===== src/rtl/alu_pkg.sv =====
// Shared definitions for the ALU-function decode path.
// Contents:
//   - ALU function codes ADD..NOP (3 bits, zero-extended by users of wider codes)
//   - R-type funct constants F_ADD..F_NOP
//   - main-control selector modes SEL_*
//   - sequencer state enum {IDLE, RUN}
package alu_pkg;

    // ALU function codes
    localparam logic [2:0] ADD  = 3'b000;
    localparam logic [2:0] SUB  = 3'b001;
    localparam logic [2:0] AND  = 3'b010;
    localparam logic [2:0] OR   = 3'b011;
    localparam logic [2:0] SLT  = 3'b100;
    localparam logic [2:0] MULT = 3'b101;
    localparam logic [2:0] DIV  = 3'b110;
    localparam logic [2:0] NOP  = 3'b111;

    // R-type funct field values
    localparam logic [5:0] F_ADD  = 6'b100000;
    localparam logic [5:0] F_SUB  = 6'b100010;
    localparam logic [5:0] F_AND  = 6'b100100;
    localparam logic [5:0] F_OR   = 6'b100101;
    localparam logic [5:0] F_SLT  = 6'b101010;
    localparam logic [5:0] F_MULT = 6'b011000;
    localparam logic [5:0] F_DIV  = 6'b011010;
    localparam logic [5:0] F_NOP  = 6'b000000;

    // Main-control selector modes; 110/111 are undefined
    localparam logic [2:0] SEL_RTYPE = 3'b000;
    localparam logic [2:0] SEL_ADD   = 3'b001;
    localparam logic [2:0] SEL_SUB   = 3'b010;
    localparam logic [2:0] SEL_AND   = 3'b011;
    localparam logic [2:0] SEL_OR    = 3'b100;
    localparam logic [2:0] SEL_SLT   = 3'b101;

    // Sequencer states
    typedef enum logic [0:0] {
        IDLE = 1'b0,
        RUN  = 1'b1
    } state_e;

endpackage


===== src/rtl/alu_control_seq_if.sv =====
// Handshake/bus bundle between the execute-stage issuer and alu_control_seq.
// Signals:
//   in_valid  : sel/func valid this cycle (issuer -> block)
//   in_ready  : block can accept (block -> issuer)
//   sel, func : main-control mode and R-type funct field
//   alu_f     : registered ALU function code
//   busy      : multi-cycle op in progress
//   done      : one-cycle completion pulse for the op in alu_f
//   illegal   : qualifies done; the decoded op was undefined
// Modports: master = issuer side, slave = alu_control_seq side.
interface alu_control_seq_if #(
    parameter int FUNC_W = 6,
    parameter int SEL_W  = 3,
    parameter int ALUF_W = 3
);
    logic              in_valid;
    logic              in_ready;
    logic [SEL_W-1:0]  sel;
    logic [FUNC_W-1:0] func;
    logic [ALUF_W-1:0] alu_f;
    logic              busy;
    logic              done;
    logic              illegal;

    modport master (
        output in_valid, sel, func,
        input  in_ready, alu_f, busy, done, illegal
    );

    modport slave (
        input  in_valid, sel, func,
        output in_ready, alu_f, busy, done, illegal
    );
endinterface


===== src/rtl/alu_func_decode.sv =====
// Purely combinational ALU-function decoder (sel, func -> code, illegal,
// is_multi). Shared with the hazard unit, so it carries no state.
// Ports:
//   sel      in  SEL_W   main-control mode
//   func     in  FUNC_W  funct field (only used when sel selects R-type)
//   code     out ALUF_W  ALU function code, zero-extended from 3 bits
//   illegal  out 1       undefined sel or funct; code is NOP
//   is_multi out 1       op belongs to the multi-cycle class (MULT/DIV)
module alu_func_decode
    import alu_pkg::*;
#(
    parameter int FUNC_W = 6,
    parameter int SEL_W  = 3,
    parameter int ALUF_W = 3
) (
    input  logic [SEL_W-1:0]  sel,
    input  logic [FUNC_W-1:0] func,
    output logic [ALUF_W-1:0] code,
    output logic              illegal,
    output logic              is_multi
);

    logic [2:0] op;

    always_comb begin
        op       = NOP;
        illegal  = 1'b0;
        is_multi = 1'b0;
        case (sel)
            SEL_W'(SEL_RTYPE): begin
                case (func)
                    FUNC_W'(F_ADD):  op = ADD;
                    FUNC_W'(F_SUB):  op = SUB;
                    FUNC_W'(F_AND):  op = AND;
                    FUNC_W'(F_OR):   op = OR;
                    FUNC_W'(F_SLT):  op = SLT;
                    FUNC_W'(F_MULT): begin
                        op       = MULT;
                        is_multi = 1'b1;
                    end
                    FUNC_W'(F_DIV): begin
                        op       = DIV;
                        is_multi = 1'b1;
                    end
                    FUNC_W'(F_NOP):  op = NOP;
                    default:         illegal = 1'b1;
                endcase
            end
            SEL_W'(SEL_ADD): op = ADD;
            SEL_W'(SEL_SUB): op = SUB;
            SEL_W'(SEL_AND): op = AND;
            SEL_W'(SEL_OR):  op = OR;
            SEL_W'(SEL_SLT): op = SLT;
            default:         illegal = 1'b1;
        endcase
    end

    assign code = ALUF_W'(op);

endmodule


===== src/rtl/alu_control_seq.sv =====
// Registered ALU-function decoder with valid/ready handshake and a
// multi-cycle sequencer for MULT/DIV. While a long op runs, alu_f is held,
// busy is high and in_ready drops until the final cycle, where done pulses
// and a new op may be accepted with no bubble.
// Ports:
//   clk  : clock, rising edge
//   rst  : synchronous active-high reset; aborts a running op without done
//   bus  : alu_control_seq_if.slave (in_valid/in_ready, sel, func,
//          alu_f, busy, done, illegal)
module alu_control_seq
    import alu_pkg::*;
#(
    parameter int FUNC_W     = 6,
    parameter int SEL_W      = 3,
    parameter int ALUF_W     = 3,
    parameter int MUL_CYCLES = 4,
    parameter int DIV_CYCLES = 8
) (
    input  logic            clk,
    input  logic            rst,
    alu_control_seq_if.slave bus
);

    localparam int MAX_CYC = (MUL_CYCLES > DIV_CYCLES) ? MUL_CYCLES : DIV_CYCLES;
    localparam int CNT_W   = $clog2(MAX_CYC + 1);

    logic [ALUF_W-1:0] dec_code;
    logic              dec_illegal;
    logic              dec_multi;

    state_e            state_reg,   state_next;
    logic [CNT_W-1:0]  count_reg,   count_next;
    logic [ALUF_W-1:0] alu_f_reg,   alu_f_next;
    logic              illegal_reg, illegal_next;
    logic              done_reg,    done_next;

    logic              in_ready_int;
    logic              accept;
    logic [CNT_W-1:0]  lat_m1;
    logic              long_op;

    alu_func_decode #(
        .FUNC_W (FUNC_W),
        .SEL_W  (SEL_W),
        .ALUF_W (ALUF_W)
    ) u_decode (
        .sel      (bus.sel),
        .func     (bus.func),
        .code     (dec_code),
        .illegal  (dec_illegal),
        .is_multi (dec_multi)
    );

    // Remaining-cycle count to load on accept. A latency of 1 degenerates
    // to a single-cycle op, so such an op never enters RUN.
    always_comb begin
        lat_m1 = '0;
        if (dec_multi && dec_code == ALUF_W'(MULT)) begin
            lat_m1 = CNT_W'(MUL_CYCLES - 1);
        end else if (dec_multi && dec_code == ALUF_W'(DIV)) begin
            lat_m1 = CNT_W'(DIV_CYCLES - 1);
        end
    end

    assign long_op = (lat_m1 != '0);

    // Ready in IDLE and in the last RUN cycle (counter exhausted).
    assign in_ready_int = (state_reg == IDLE) || (count_reg == '0);
    assign accept       = bus.in_valid && in_ready_int;

    always_comb begin
        state_next   = state_reg;
        count_next   = count_reg;
        alu_f_next   = alu_f_reg;
        illegal_next = illegal_reg;
        done_next    = 1'b0;

        if (state_reg == RUN) begin
            if (count_reg != '0) begin
                count_next = count_reg - 1'b1;
            end else begin
                state_next = IDLE;
            end
        end

        if (accept) begin
            alu_f_next   = dec_code;
            illegal_next = dec_illegal;
            if (long_op) begin
                state_next = RUN;
                count_next = lat_m1;
            end else begin
                state_next = IDLE;
                count_next = '0;
                done_next  = 1'b1;
            end
        end
    end

    always_ff @(posedge clk) begin
        if (rst) begin
            state_reg   <= IDLE;
            count_reg   <= '0;
            alu_f_reg   <= ALUF_W'(NOP);
            illegal_reg <= 1'b0;
            done_reg    <= 1'b0;
        end else begin
            state_reg   <= state_next;
            count_reg   <= count_next;
            alu_f_reg   <= alu_f_next;
            illegal_reg <= illegal_next;
            done_reg    <= done_next;
        end
    end

    assign bus.in_ready = in_ready_int;
    assign bus.alu_f    = alu_f_reg;
    assign bus.illegal  = illegal_reg;
    assign bus.busy     = (state_reg == RUN);
    // Single-cycle ops complete via done_reg; long ops complete in the RUN
    // cycle where the counter reaches zero. The two never coincide.
    assign bus.done     = done_reg || ((state_reg == RUN) && (count_reg == '0));

endmodule


===== src/flat_wrapper.sv =====
// flat-port wrapper written by rule: the top's interface ports become plain ports
module alu_control_seq_flat import alu_pkg::*;
#(
    parameter int FUNC_W     = 6,
    parameter int SEL_W      = 3,
    parameter int ALUF_W     = 3,
    parameter int MUL_CYCLES = 4,
    parameter int DIV_CYCLES = 8
)
  (clk, rst, bus_in_valid, bus_sel, bus_func, bus_in_ready, bus_alu_f, bus_busy, bus_done, bus_illegal);
  alu_control_seq_if #(.FUNC_W(FUNC_W), .SEL_W(SEL_W), .ALUF_W(ALUF_W)) bus_i ();
  input  logic clk;
  input  logic rst;
  input wire logic [$bits(bus_i.in_valid)-1:0] bus_in_valid;
  input wire logic [$bits(bus_i.sel)-1:0] bus_sel;
  input wire logic [$bits(bus_i.func)-1:0] bus_func;
  output wire logic [$bits(bus_i.in_ready)-1:0] bus_in_ready;
  output wire logic [$bits(bus_i.alu_f)-1:0] bus_alu_f;
  output wire logic [$bits(bus_i.busy)-1:0] bus_busy;
  output wire logic [$bits(bus_i.done)-1:0] bus_done;
  output wire logic [$bits(bus_i.illegal)-1:0] bus_illegal;
  assign bus_i.in_valid = bus_in_valid;
  assign bus_i.sel = bus_sel;
  assign bus_i.func = bus_func;
  assign bus_in_ready = bus_i.in_ready;
  assign bus_alu_f = bus_i.alu_f;
  assign bus_busy = bus_i.busy;
  assign bus_done = bus_i.done;
  assign bus_illegal = bus_i.illegal;
  alu_control_seq #(.FUNC_W(FUNC_W), .SEL_W(SEL_W), .ALUF_W(ALUF_W), .MUL_CYCLES(MUL_CYCLES), .DIV_CYCLES(DIV_CYCLES)) u_core (.clk(clk), .rst(rst), .bus(bus_i));
endmodule

===== config.mk =====
export PLATFORM = sky130hd
export DESIGN_NAME = alu_control_seq_flat
export DESIGN_NICKNAME = d
export VERILOG_FILES = /design/src/rtl/alu_pkg.sv /design/src/rtl/alu_control_seq_if.sv /design/src/rtl/alu_func_decode.sv /design/src/rtl/alu_control_seq.sv /design/src/flat_wrapper.sv
export SDC_FILE = /design/constraint.sdc
export NUM_CORES = 1
export LEC_CHECK = 0
export CAP_MARGIN = 20
export CORE_MARGIN = 3
export CORE_UTILIZATION = 45
export DETAILED_ROUTE_END_ITERATION = 10
export GPL_ROUTABILITY_DRIVEN = 0
export GPL_TIMING_DRIVEN = 1
export PLACE_DENSITY = 0.75
export SLEW_MARGIN = 10
export SYNTH_ARGS = -nofsm -noshare
export SYNTH_HDL_FRONTEND = slang
export SYNTH_HIERARCHICAL = 1
export SYNTH_SLANG_ARGS = --single-unit

===== constraint.sdc =====
create_clock -name clk -period 2 [get_ports clk]
set_clock_uncertainty 0.05 [all_clocks]
set_input_delay 0.2 -clock clk [delete_from_list [all_inputs] [get_ports clk]]
set_output_delay 0.2 -clock clk [all_outputs]
set_load 0.02 [all_outputs]

==> summary.md, run 1 <==
| Metric | Value |
|---|---|
| Vias in the first global route | just over 900 |
| Power density cells | 451.6 nW/um^2 |
| Crit path arrival time | 2090 ps |
| Minimum clock period | 1959 ps |
| Synth Area in Simple Gates | 0.4051 |
| Post-placement cell count | 153 |
| Crit Path Max Fanout | 3 |
| Final wirelength | about 2.6 mm |
| Critical Path RT | between 2000 and 2500 ps |
| Dpl hpwl | 1.801 mm |
| Total CTS buffers | 3 |
| Main combinational cell family by area after synthesis | simple AND/OR/NAND/NOR gates |
| Place WS | -402.5 ps |
| Final Setup Violations | 0 |
| Fraction of registers with async set/reset | 0 |
| Peak Freq | 510.6 MHz |
| Grt ovf | 0 |
| Global-route wire length before repair | 4.195 mm |
| Post-synthesis mux area share | 0.01538 |
| Synth cell types | 39 |
| Top FF cell, synth | dfxtp_1 |
| Die width | 46.33 um |
| Pin count of the biggest net entering global routing | 10 |
| Final Util | 0.8638 |
| Total of max-cap violations | 0 |
| RSZ-0062 raised after global routing | yes |
| ANT cells | 0 |
| EDFF count, synth | 0 |
| Hold WC Path Type | reg -> reg |
| Syn Inst Count | 96 |
| # rows | 13 |
| CTS max path bufs | 2 |
| Max reg flops | 4 |
| Max Slew Vio Count | 0 |
| CTS Hold Bufs | 0 |
| Area grow syn2layout | 67.01% |
| CP startpoint kind | primary input |
| H-tree depth | 1 |
| Multi-input logic area | 581.8 sq um |
| CTS tree | yes |
| Critical path capture point type | register |
| Vias/cell | 6.146 |
| Antenna violations before repair | 0 |
| Starting density of the core | 0.5172 |
| Seq cells post-synth | 10 |
| Register Area | between 200 and 250 sq um |
| WL/cell | roughly 17 um |
| Pleak | 0.5067 nW |
| Sequential area share after synthesis | 0.2735 |
| Final net count | 157 |
| Iter 0 DRT Violations | between 70 and 80 |
| FILL cells | 85 |
| Synth Area in Compound Gates | 0.2462 |
| Fin area | around 1200 sq um |
| Port Buffer Count | 18 |
| Residual DRC | 0 |
| Fin crit share | 0.9793 |
| Post-DP Area | 1115 sq um |
| Gr usage total | 0.2774 |
| Synth Area in XOR/XNOR | 0.01197 |
| Peak VDD IR | 0.3955 mV |
| Adder-Cell Fraction of Synth Area | 0.01709 |
| Final ANT Viol Nets | 0 |
| Area of the die | roughly 2100 sq um |
| Slew HR | 0.7827 |
| Layout Cells excl Fill | 158 |
| Setup CP Type | in -> reg |
| CTS root buf | clkbuf_4 |
| Layout cell share with drive strength beyond 1 | 0.3217 |
| TritonCTS Sinks | 10 |
| Worst slew pin tran | 325.6 ps |
| Chip height | 46.33 um |
| Core area | approximately 1400 sq um |
| Syn_area_per_cell | 7.625 sq um |
| Syn nets | 109 |
| Outcome | finished, final reports clean |
| Syn Std Cell Area | ~730 sq um |
| Worst setup margin | ~41 ps |
| Final Power | 0.5520 mW |
| Vias after detailed routing | 971 |
| Synth warn | 6 |
| Final hold violations | 0 |
| Num ports | 19 |
| Drt first pass iters | 4 |
| Clk pin slew, worst setup/hold paths | about 60 ps |
| Skew-Pair Late Insertion Delay | around 260 ps |
what timing repair did:
| item | CTS | global route |
|---|---|---|
| gates resized for setup | 19 | 6 |
| setup buffers | 1 | 0 |
| endpoints found under the setup margin | 5 | 5 |
| pin swaps | 9 | 1 |
critical path, cell delays in order:
cell and delay (ps):
dlygate4sd2_1 260, nor2b_4 140, buf_4 140, a211oi_2 280, o2bb2ai_2 160, a21oi_2 100, buf_4 150, buf_4 120
and4b_1 250, o21ai_0 90, a31oi_1 200
layout by cell type, fill, tap and decap left out, drive strengths merged, types with 2 or more instances in the layout:
cell type,instances
and2b,2
nand2,8
clkdlybuf4s50,10
a31oi,2
dlygate4sd2,5
nor2,5
o21ai,8
nand2b,4
buf,26
or3b,3
nand3,10
nor2b,4
a21oi,6
inv,5
clkbuf,5
and3,2
a311oi,2
dfxtp,10
cells in the mapped netlist (all sizes together), types with 2 or more instances:
library cell / number / share of area
dfxtp: 10 / 0.27
nand3: 10 / 0.068
nand2: 8 / 0.041
o21ai: 8 / 0.055
a21oi: 6 / 0.041
inv: 5 / 0.026
nor2: 5 / 0.026
nand2b: 4 / 0.034
nor2b: 4 / 0.034
or3b: 3 / 0.036
a311oi: 2 / 0.024
a31oi: 2 / 0.017
and2b: 2 / 0.024
and3: 2 / 0.017
final cells by class:
| cell class | instances | share of cell area |
|---|---|---|
| multi-input combinational | 80 | 0.4759 |
| timing repair buffer | 44 | 0.2999 |
| sequential | 10 | 0.1638 |
| clock buffer | 4 | 0.02968 |
| inverter | 5 | 0.01535 |
| tap | 15 | 0.01535 |
path summary, 6_finish.rpt:
kind,from,end,slack [ps],cells after the start
worst max-delay path,bus_func[3],u_core/count_reg[2],40,11
worst min-delay path,u_core/bus.alu_f[0],u_core/bus.alu_f[0],440,2
worst max register to register,u_core/count_reg[0],u_core/count_reg[0],260,6
worst min register to register,u_core/bus.alu_f[0],u_core/bus.alu_f[0],440,2
layer usage:
| layer | global-route usage | part of all wire | up-vias | routed length, um |
|---|---|---|---|---|
| met1 | 0.3841 | 0.45 | 444 | 1167 |
| li1 | - | - | 456 | - |
| met5 | 0 | 0 | - | 0 |
| met2 | 0.4286 | 0.44 | 65 | 1161 |
| met4 | 0.06818 | 0.019 | 0 | 51 |
| met3 | 0.06641 | 0.092 | 6 | 240 |
cells by family (layout without fill, tap and decap cells):
kind of cell / after synthesis / in the layout
muxes: 1 / 1
AOI/OAI and AO/OA: 28 / 28
buffers and inverters: 6 / 53
xor gates and xnor gates: 1 / 1
DFF: 10 / 10
adders and majority gates: 1 / 1
and+or+nand+nor: 49 / 49
through the flow:
step                TNS (ps)  hold WS, ps
floorplan                  0        219.1
global placement       -1154        416.0
detailed placement     -1479        432.1
CTS                        0        448.6
global route          -47.34        461.9
finish                     0        438.3
power by group:
part | internal [mW] | leakage [nW] | total, mW | switching, mW
Combinational | 0.0829 | 0.404 | 0.165 | 0.0822
Sequential | 0.207 | 0.0819 | 0.210 | 0.00336
Clock | 0.110 | 0.0210 | 0.177 | 0.0665
Total | 0.400 | 0.507 | 0.552 | 0.152
Power figures use the tool's default switching activity.
==> run 2: changes to the inputs <==
Settings changed: CTS_BUF_LIST from default to sky130_fd_sc_hd__clkbuf_8.
==> run 2 against run 1 <==
  * Register-to-register slack is essentially flat
  * Worst setup slack better by 16 ps
  * Routed wire length is 3.5% lower
  * Non-clock buffer count grew 1
  * First-iteration DRC count decreased by 15%
  * Critical endpoint is now u_core/count_reg[0]
  * Highest routed layer unchanged
==> summary.md, run 2 (synthesized netlist as in run 1, its figures left out) <==
| Metric | Value |
|---|---|
| Post-DP Area | between 1000 and 1500 sq um |
| Vias after detailed routing | 954 |
| TritonCTS Sinks | 10 |
| Max reg flops | 4 |
| Worst r2r dst | u_core/count_reg[0] |
| Drt first pass iters | 4 |
| Comb pwr share | 0.259 |
| Global-route wire length before repair | 4.167 mm |
| Iter 0 DRT Violations | 61 |
| Minimum clock period | 1943 ps |
| Worst setup margin | 57.46 ps |
| CTS root buf | clkbuf_8 |
| Chip height | around 46 um |
| CTS tree | yes |
| Sw Pwr | 0.1647 mW |
| Clk network pwr share | 0.405 |
| Peak Freq | around 500 MHz |
| Place WS | -402.5 ps |
| CTS max path bufs | 2 |
| Vias in the first global route | between 900 and 1,000 |
| Clk pin slew, worst setup/hold paths | 50 ps |
| Pin count of the biggest net entering global routing | 10 |
| Final Power | 0.6282 mW |
| Area grow syn2layout | 65.64% |
| Max Slew Vio Count | 0 |
| Layout Cells excl Fill | 159 |
| Post-placement cell count | 153 |
| H-tree depth | 1 |
| Commonest non-fill, non-tap cell in the layout | buf_4 |
| RSZ-0062 raised after global routing | yes |
| Pleak | 0.5064 nW |
| ANT cells | 0 |
| Vias/cell | approximately 6.0 |
| Final net count | 158 |
| Flop-to-flop setup slack | 270 ps |
| Worst r2r path cells | 6 |
| FF-to-FF Start | u_core/count_reg[0] |
| Worst slew pin tran | 314.2 ps |
| Most frequent cells in the layout | buf_4, clkdlybuf4s50_1, nand3_1, dfxtp_1 |
| Hold path startpoint | u_core/bus.illegal |
| Die width | 46.33 um |
| Slew HR | 0.7899 |
| Area of the die | 2146 sq um |
| Fin area | 1212 sq um |
| Final hold violations | 0 |
| Crit path arrival time | about 2000 ps |
| WL/cell | 15.91 um |
| Antenna violations before repair | 0 |
| Final wirelength | 2.529 mm |
| Starting density of the core | 0.5172 |
| Total of max-cap violations | 0 |
| Critical Path RT | 2060 ps |
| Peak VDD IR | 0.4178 mV |
| Residual DRC | 0 |
| Total CTS buffers | 3 |
| Hold Path End | u_core/bus.illegal |
| Grt ovf | 0 |
| CTS Hold Bufs | 0 |
| Layout cell share with drive strength beyond 1 | 0.2986 |
| Dpl hpwl | 1.801 mm |
| Hold WC Path Type | reg -> reg |
| # rows | 13 |
| Num ports | 19 |
| Switching Share | 0.2622 |
| Critical path capture point type | register |
| Fin crit share | 0.9713 |
| Final ANT Viol Nets | 0 |
| Final Setup Violations | 0 |
| Crit Path Max Fanout | 8 |
| Power density cells | about 520 nW/um^2 |
| Port Buffer Count | 18 |
| CP startpoint kind | primary input |
| Gr usage total | 0.2792 |
| Sequential power share | 0.336 |
| Outcome | finished, final reports clean |
| Skew-Pair Late Insertion Delay | between 200 and 250 ps |
| Setup CP Type | in -> reg |
| Int Pwr | 0.4635 mW |
| Core area | 1415 sq um |
| Hold-critical path depth | 2 |
==> run 2: what timing repair did <==
item,in CTS,in global routing
setup buffers,2,0
pin swaps,8,0
gates cloned,0,0
resized for setup,16,4
setup endpoints to repair,5,4
==> run 2: worst max path at each step <==
stage / start / to / cells past startpoint
floorplan: bus_func[3] / u_core/count_reg[1] / 7
global placement: bus_func[5] / u_core/count_reg[1] / 8
detailed placement: bus_func[5] / u_core/count_reg[1] / 8
CTS: u_core/count_reg[0] / bus_in_ready / 6
global route: bus_sel[1] / u_core/count_reg[0] / 8
finish: bus_sel[1] / u_core/count_reg[0] / 8
==> run 2: power groups by stage <==
stage / registers, mW / clock network [mW] / logic [mW]
6_report: 0.211 / 0.254 / 0.163
5_1_grt: 0.211 / 0.269 / 0.175
2_1_floorplan: 0.222 / 0 / 0.0532
4_1_cts: 0.211 / 0.261 / 0.154
3_3_place_gp: 0.214 / 0 / 0.144
3_5_place_dp: 0.214 / 0 / 0.147
==> run 2: layout make-up <==
cell class	instances	area, sq um
clock buffer	4	55.05
fill	86	202.7
timing repair buffer	45	365.4
multi-input combinational	80	554.3
tap	15	18.77
sequential	10	200.2
inverter	5	18.77
==> run 2: worst max-delay path, cell delays in order <==
cell             delay [ps]
clkdlybuf4s50_1         440
buf_4                   180
nor4_1                  310
a21oi_1                 150
buf_4                   180
xor2_4                  180
a22oi_2                 220
o32ai_1                 130
==> run 2: layer usage <==
metal | GRT usage | vias up | routed length (um)
li1 | - | 461 | -
met1 | 0.3756 | 436 | 1133
met2 | 0.4148 | 53 | 1125
met3 | 0.09375 | 4 | 245
met4 | 0.09091 | 0 | 24
met5 | 0 | - | 0
==> run 2: through the flow <==
| step | util | setup TNS (ps) | hold slack [ps] |
|---|---|---|---|
| floorplan | - | 0 | 219.1 |
| global placement | 0.7878 | -1154 | 416.0 |
| detailed placement | 0.7878 | -1479 | 432.1 |
| CTS | 0.8550 | 0 | 445.8 |
| global route | 0.8568 | -15.23 | 461.0 |
| finish | 0.8568 | 0 | 435.5 |
